## src/rtl/wheel_pulse_gen_pkg.sv

```systemverilog
// Shared definitions for the wheel pulse generator: default clock rate,
// taxi motion state encodings and a counter-width helper.
package wheel_pulse_gen_pkg;

    localparam int unsigned CLK_FREQ_DEFAULT = 50_000_000;

    typedef enum logic [1:0] {
        ST_IDLE    = 2'd0,
        ST_STOPPED = 2'd1,
        ST_MOVING  = 2'd2
    } taxi_state_e;

    // Width of a counter that must hold 0..n-1; never narrower than one bit.
    function automatic int unsigned cnt_width(input int unsigned n);
        return (n > 1) ? $clog2(n) : 1;
    endfunction

endpackage

```

## src/rtl/wheel_pulse_gen_debounce.sv

```systemverilog
// Two-flop synchroniser plus stability-count debouncer for a raw switch-like input,
// producing a clean level and a one-cycle strobe on each accepted rising edge.
module wheel_debounce
    import wheel_pulse_gen_pkg::*;
#(
    parameter int unsigned DEBOUNCE_CYC = 50_000
) (
    input  logic sys_clk,
    input  logic sys_rst_n,
    input  logic din,
    output logic dout_level,
    output logic rise_pulse
);

    localparam int unsigned    CNT_W    = cnt_width(DEBOUNCE_CYC);
    localparam logic [CNT_W-1:0] CNT_LAST = CNT_W'(DEBOUNCE_CYC - 1);

    logic             sync_ff1;
    logic             sync_out;
    logic             level_d;
    logic [CNT_W-1:0] stable_cnt;

    always_ff @(posedge sys_clk or negedge sys_rst_n) begin
        if (!sys_rst_n) begin
            sync_ff1 <= 1'b0;
            sync_out <= 1'b0;
        end else begin
            sync_ff1 <= din;
            sync_out <= sync_ff1;
        end
    end

    // Any cycle where the synchronised input agrees with the accepted level restarts the count.
    always_ff @(posedge sys_clk or negedge sys_rst_n) begin
        if (!sys_rst_n) begin
            stable_cnt <= '0;
            dout_level <= 1'b0;
        end else if (sync_out == dout_level) begin
            stable_cnt <= '0;
        end else if (stable_cnt == CNT_LAST) begin
            stable_cnt <= '0;
            dout_level <= sync_out;
        end else begin
            stable_cnt <= stable_cnt + 1'b1;
        end
    end

    always_ff @(posedge sys_clk or negedge sys_rst_n) begin
        if (!sys_rst_n) begin
            level_d    <= 1'b0;
            rise_pulse <= 1'b0;
        end else begin
            level_d    <= dout_level;
            rise_pulse <= dout_level & ~level_d;
        end
    end

endmodule

```

## src/rtl/wheel_pulse_gen.sv

```systemverilog
// Converts debounced wheel rotations into 10 m distance ticks, tracks whether the
// taxi is idle, stopped or moving, and emits one-second waiting ticks while stopped.
module wheel_pulse_gen
    import wheel_pulse_gen_pkg::*;
#(
    parameter int unsigned CLK_FREQ         = CLK_FREQ_DEFAULT,
    parameter int unsigned DEBOUNCE_CYC     = 50_000,
    parameter int unsigned PULSES_PER_10M   = 4,
    parameter int unsigned STOP_TIMEOUT_CYC = 100_000_000
) (
    input  logic sys_clk,
    input  logic sys_rst_n,
    input  logic wheel_in,
    input  logic en,
    output logic ten_meter_pulse,
    output logic moving,
    output logic wait_sec_pulse
);

    localparam int unsigned DIST_W = cnt_width(PULSES_PER_10M);
    localparam int unsigned IDLE_W = cnt_width(STOP_TIMEOUT_CYC);
    localparam int unsigned SEC_W  = cnt_width(CLK_FREQ);

    localparam logic [DIST_W-1:0] DIST_LAST = DIST_W'(PULSES_PER_10M - 1);
    localparam logic [IDLE_W-1:0] IDLE_LAST = IDLE_W'(STOP_TIMEOUT_CYC - 1);
    localparam logic [SEC_W-1:0]  SEC_LAST  = SEC_W'(CLK_FREQ - 1);

    logic              wheel_level;
    logic              edge_strobe;
    logic              wheel_edge;
    logic              ten_due;
    logic              wait_pend;
    logic [DIST_W-1:0] dist_cnt;
    logic [IDLE_W-1:0] idle_cnt;
    logic [SEC_W-1:0]  sec_cnt;
    taxi_state_e       state;

    wheel_debounce #(
        .DEBOUNCE_CYC (DEBOUNCE_CYC)
    ) u_debounce (
        .sys_clk    (sys_clk),
        .sys_rst_n  (sys_rst_n),
        .din        (wheel_in),
        .dout_level (wheel_level),
        .rise_pulse (edge_strobe)
    );

    // The strobe only ever fires while the settled level is high; gating keeps it honest.
    assign wheel_edge = edge_strobe & wheel_level;
    assign ten_due    = en & wheel_edge & (dist_cnt == DIST_LAST);

    always_ff @(posedge sys_clk or negedge sys_rst_n) begin
        if (!sys_rst_n) begin
            dist_cnt        <= '0;
            ten_meter_pulse <= 1'b0;
        end else if (!en) begin
            dist_cnt        <= '0;
            ten_meter_pulse <= 1'b0;
        end else if (ten_due) begin
            dist_cnt        <= '0;
            ten_meter_pulse <= 1'b1;
        end else begin
            if (wheel_edge) begin
                dist_cnt <= dist_cnt + 1'b1;
            end
            ten_meter_pulse <= 1'b0;
        end
    end

    // A second that wraps on the same edge as a completed 10 m is reported one cycle
    // later, so the downstream fare stage never sees both ticks at once.
    always_ff @(posedge sys_clk or negedge sys_rst_n) begin
        if (!sys_rst_n) begin
            state          <= ST_IDLE;
            idle_cnt       <= '0;
            sec_cnt        <= '0;
            moving         <= 1'b0;
            wait_sec_pulse <= 1'b0;
            wait_pend      <= 1'b0;
        end else if (!en) begin
            state          <= ST_IDLE;
            idle_cnt       <= '0;
            sec_cnt        <= '0;
            moving         <= 1'b0;
            wait_sec_pulse <= 1'b0;
            wait_pend      <= 1'b0;
        end else begin
            wait_sec_pulse <= wait_pend;
            wait_pend      <= 1'b0;
            case (state)
                ST_IDLE: begin
                    state    <= ST_STOPPED;
                    idle_cnt <= '0;
                    sec_cnt  <= '0;
                    moving   <= 1'b0;
                end
                ST_STOPPED: begin
                    if (sec_cnt == SEC_LAST) begin
                        sec_cnt <= '0;
                        if (ten_due) begin
                            wait_pend <= 1'b1;
                        end else begin
                            wait_sec_pulse <= 1'b1;
                        end
                    end else begin
                        sec_cnt <= sec_cnt + 1'b1;
                    end
                    if (wheel_edge) begin
                        state    <= ST_MOVING;
                        idle_cnt <= '0;
                        sec_cnt  <= '0;
                        moving   <= 1'b1;
                    end
                end
                ST_MOVING: begin
                    sec_cnt <= '0;
                    if (wheel_edge) begin
                        idle_cnt <= '0;
                    end else if (idle_cnt == IDLE_LAST) begin
                        state    <= ST_STOPPED;
                        idle_cnt <= '0;
                        moving   <= 1'b0;
                    end else begin
                        idle_cnt <= idle_cnt + 1'b1;
                    end
                end
                default: begin
                    state    <= ST_IDLE;
                    idle_cnt <= '0;
                    sec_cnt  <= '0;
                    moving   <= 1'b0;
                end
            endcase
        end
    end

endmodule

```

## config.mk

```make
export PLATFORM = sky130hd
export DESIGN_NAME = wheel_pulse_gen
export DESIGN_NICKNAME = d
export VERILOG_FILES = /design/src/rtl/wheel_pulse_gen_pkg.sv /design/src/rtl/wheel_pulse_gen_debounce.sv /design/src/rtl/wheel_pulse_gen.sv
export SDC_FILE = /design/constraint.sdc
export NUM_CORES = 1
export LEC_CHECK = 0
export ABC_CLOCK_PERIOD_IN_PS = 3200
export CORE_AREA = 2 2 131 133
export CTS_BUF_LIST = sky130_fd_sc_hd__clkbuf_8
export CTS_CLUSTER_SIZE = 12
export DETAILED_ROUTE_END_ITERATION = 7
export DIE_AREA = 0 0 133 135
export SETUP_SLACK_MARGIN = 0.15
export SLEW_MARGIN = 20
export SYNTH_ARGS = -nofsm -noshare
export SYNTH_HDL_FRONTEND = slang
export SYNTH_SLANG_ARGS = --single-unit
```

## constraint.sdc

```tcl
create_clock -name sys_clk -period 3.2 [get_ports sys_clk]
set_clock_uncertainty 0.15 [all_clocks]
set_input_delay 0.32 -clock sys_clk [delete_from_list [all_inputs] [get_ports sys_clk]]
set_output_delay 0.32 -clock sys_clk [all_outputs]
set_load 0.005 [all_outputs]
```

==> run metrics <==
clk_lat worst skew between 0.3 and 0.4 ns; Sink Count 81; worst-path fanout max 19; Reg2Reg Setup Slack 0.47 ns; placed insts approximately 650; worst r2r path cells 7; CP max stage cell nand4_1; commonest non-fill, non-tap cell in the layout dfrtp_1; Max VDD drop roughly 0.00015 V; Seq/Total Area, Yosys 0.483; Area after DPL between 4000 and 5000 sq um; Chip Width ~130 um; max cap viols 0; WL/cell roughly 13 um; DIE HEIGHT between 100 and 150 um; post-DP HPWL around 5.7 mm; antenna violations before repair 0; beginning of the critical path idle_cnt[0]$_DFFE_PN0P_; dominant synthesized flop cell dfrtp_1; number of synthesized flops with an enable pin 0; Synth Area per Inst around 9.5 sq um; Final GP Congestion between 0.7 and 0.8; root buf cell clkbuf_8; status complete, no violations; largest net degree at the start of global routing between 80 and 90; met1 WL approximately 4.1 mm; Antenna diodes 0; CP peak stage delay 0.64 ns; initial core utilization 0.256; Clock transition at path regs 0.09 ns; H-tree depth 3; DR WL met3 400 um; fin area roughly 4600 sq um; crit path time final 2.73 ns; CTS max path bufs 2; CP Capture Type flop; # port buffers 6; Area Growth Syn to Fin 9.86%; setup tns final 0 ns; final hold violation count 0; Gate Count Post-Synth 441; vias per cell a little over 5; Yosys warning total 0; Yosys reg bits between 80 and 90; Yosys cell types 52; cell row count between 40 and 50; first-pass GRT wire length approximately 15 mm; layout cells sized above 1 0.0773; DRT antenna net count 0; global route overflow 0; period utilization 0.854; worst rel slew slack 0.477; max layer used met4; metal2 WL between 3 and 4 mm; core area 16,400 sq um; commonest non-fill, non-tap cells in the layout dfrtp_1 (81), nand3_1 (49), nor2_1 (48), a31oi_1 (37), nand2_1 (27); RR Startpoint idle_cnt[0]$_DFFE_PN0P_; CTS tree done; vias in the first global route ~3,300; Starting DRT DRC Count around 320; GRT Util Overall 0.103; Slew @ Worst Pin 0.777 ns; Die ar. around 18,000 sq um; ys async rst share 1.00; fin nets ~450; First-pass DRT Iterations 5; I/O pin count 7; Critical Path RT 3.29 ns; Arrival @ worst endpoint around 2.8 ns; worst r2r dst idle_cnt[0]$_DFFE_PN0P_; Fill cells around 1,700; Pwr Density 376 nW/um^2; syn_nets between 400 and 500; final std cells w/o fill between 600 and 700; CTS Buf Count 9; CP Class reg2reg; max-slew violations 0; power consumption roughly 1.7 mW; RSZ-0062 raised after global routing false; CP cell instances ha_1 > nand3_1 > nor2_1 > nand4_1 > buf_4 > nand2_1 > o21ai_0; CP Capture Point idle_cnt[0]$_DFFE_PN0P_; Max Freq roughly 370 MHz; Post-CTS Setup Inserts 0; Worst Hold Class reg2reg; Post-Syn Area between 4000 and 5000 sq um; vias post-DR between 3,000 and 4,000; DRC errors left 0; # setup viols final 0; startpoint types flop; P_leak 1.80 nW; hold path cells 0; DRT Wirelength about 8.5 mm
==> critical path: cells and delay by family, from the launching register on <==
| kind | cells | cell delay [ns] |
|---|---|---|
| fa+ha+maj | 1 | 0.26 |
| flops | 1 | 0.42 |
| buf+inv | 1 | 0.44 |
| simple gates | 4 | 1.21 |
| compound gates | 1 | 0.12 |
==> worst min-delay path by stage <==
| stage | to | slack, ns | start |
|---|---|---|---|
| 6_report | u_debounce.sync_out$_DFF_PN0_ | 0.19 | u_debounce.sync_ff1$_DFF_PN0_ |
| 5_1_grt | u_debounce.sync_out$_DFF_PN0_ | 0.21 | u_debounce.sync_ff1$_DFF_PN0_ |
| 4_1_cts | u_debounce.stable_cnt[9]$_DFF_PN0_ | 0.005 | sys_rst_n |
| 3_5_place_dp | u_debounce.sync_out$_DFF_PN0_ | 0.19 | u_debounce.sync_ff1$_DFF_PN0_ |
| 3_3_place_gp | u_debounce.sync_out$_DFF_PN0_ | 0.19 | u_debounce.sync_ff1$_DFF_PN0_ |
| 2_1_floorplan | dist_cnt[0]$_DFFE_PN0P_ | -0.13 | sys_rst_n |
==> through the flow <==
step                      utilization  setup WS [ns]  hold slack [ns]
after floorplan                     -           1.32           -0.126
after global placement          0.271          0.598            0.188
after detailed placement        0.271          0.474            0.187
after CTS                       0.280          0.471          0.00492
after global routing            0.281          0.157            0.215
final                           0.281          0.466            0.192
==> synthesized netlist by cell type (4+ instances only) <==
cell,number,share of area
nand4_1,21,0.031
buf_2,10,0.012
nand2_1,27,0.024
and3_1,17,0.025
nor2b_1,4,0.0060
ha_1,4,0.012
xor2_1,21,0.044
dfrtp_1,81,0.48
nor3_1,9,0.011
nand3_1,49,0.058
o22ai_1,4,0.0060
inv_1,10,0.0089
nor2_1,48,0.043
o21ai_0,4,0.0048
or3_1,4,0.0060
a21oi_1,6,0.0072
a41oi_1,6,0.013
xnor2_1,16,0.033
nor4_1,6,0.0089
clkbuf_1,12,0.011
a31oi_1,37,0.055
==> flip-flops by register name (all words and copies together), names as in the netlist <==
signal,cells
ten_meter_pulse,1
u_debounce.sync_ff1,1
idle_cnt,27
u_debounce.rise_pulse,1
u_debounce.sync_out,1
u_debounce.dout_level,1
u_debounce.stable_cnt,16
wait_sec_pulse,1
sec_cnt,26
state,1
u_debounce.level_d,1
moving,1
dist_cnt,2
wait_pend,1
==> metal layers <==
| layer | GRT usage | vias to the layer above |
|---|---|---|
| met2 | 0.166 | 89 |
| met4 | 0.0544 | 0 |
| met1 | 0.131 | 1623 |
| met5 | 0 | - |
| li1 | - | 1593 |
| met3 | 0.0233 | 15 |
==> final cells by class <==
type	count	area, sq um	share of cell area
Clock buffer	9	124	0.0269
Clock inverter	5	35.0	0.00759
Inverter	10	37.5	0.00814
Multi-Input combinational cell	324	2010	0.436
Sequential cell	81	2030	0.439
Tap cell	220	275	0.0597
Timing Repair Buffer	11	101	0.0220
==> cell families (layout without fill, tap and decap cells) <==
family | count (synthesis) | in the layout | synth area share
adders and majority gates | 4 | 4 | 0.0119
and+or+nand+nor | 215 | 215 | 0.281
xor gates and xnor gates | 37 | 37 | 0.0772
muxes | 3 | 3 | 0.00745
AOI/OAI and AO/OA | 65 | 65 | 0.101
DFF | 81 | 81 | 0.483
buffers and inverters | 36 | 35 | 0.0390
==> report_power, final <==
group | internal [mW] | switching, mW | leakage [nW] | total [mW]
sequential | 1.03 | 0.00555 | 1.12 | 1.03
combinational | 0.0139 | 0.0420 | 0.601 | 0.0559
clock | 0.272 | 0.371 | 0.0809 | 0.644
total | 1.32 | 0.419 | 1.80 | 1.73
==> repair_timing <==
action                                 4_1_cts  5_1_grt
gates resized for setup                      0        0
hold buffers                                 0        1
endpoints found under the hold margin        0       81
(Power assumes the default switching activity.)
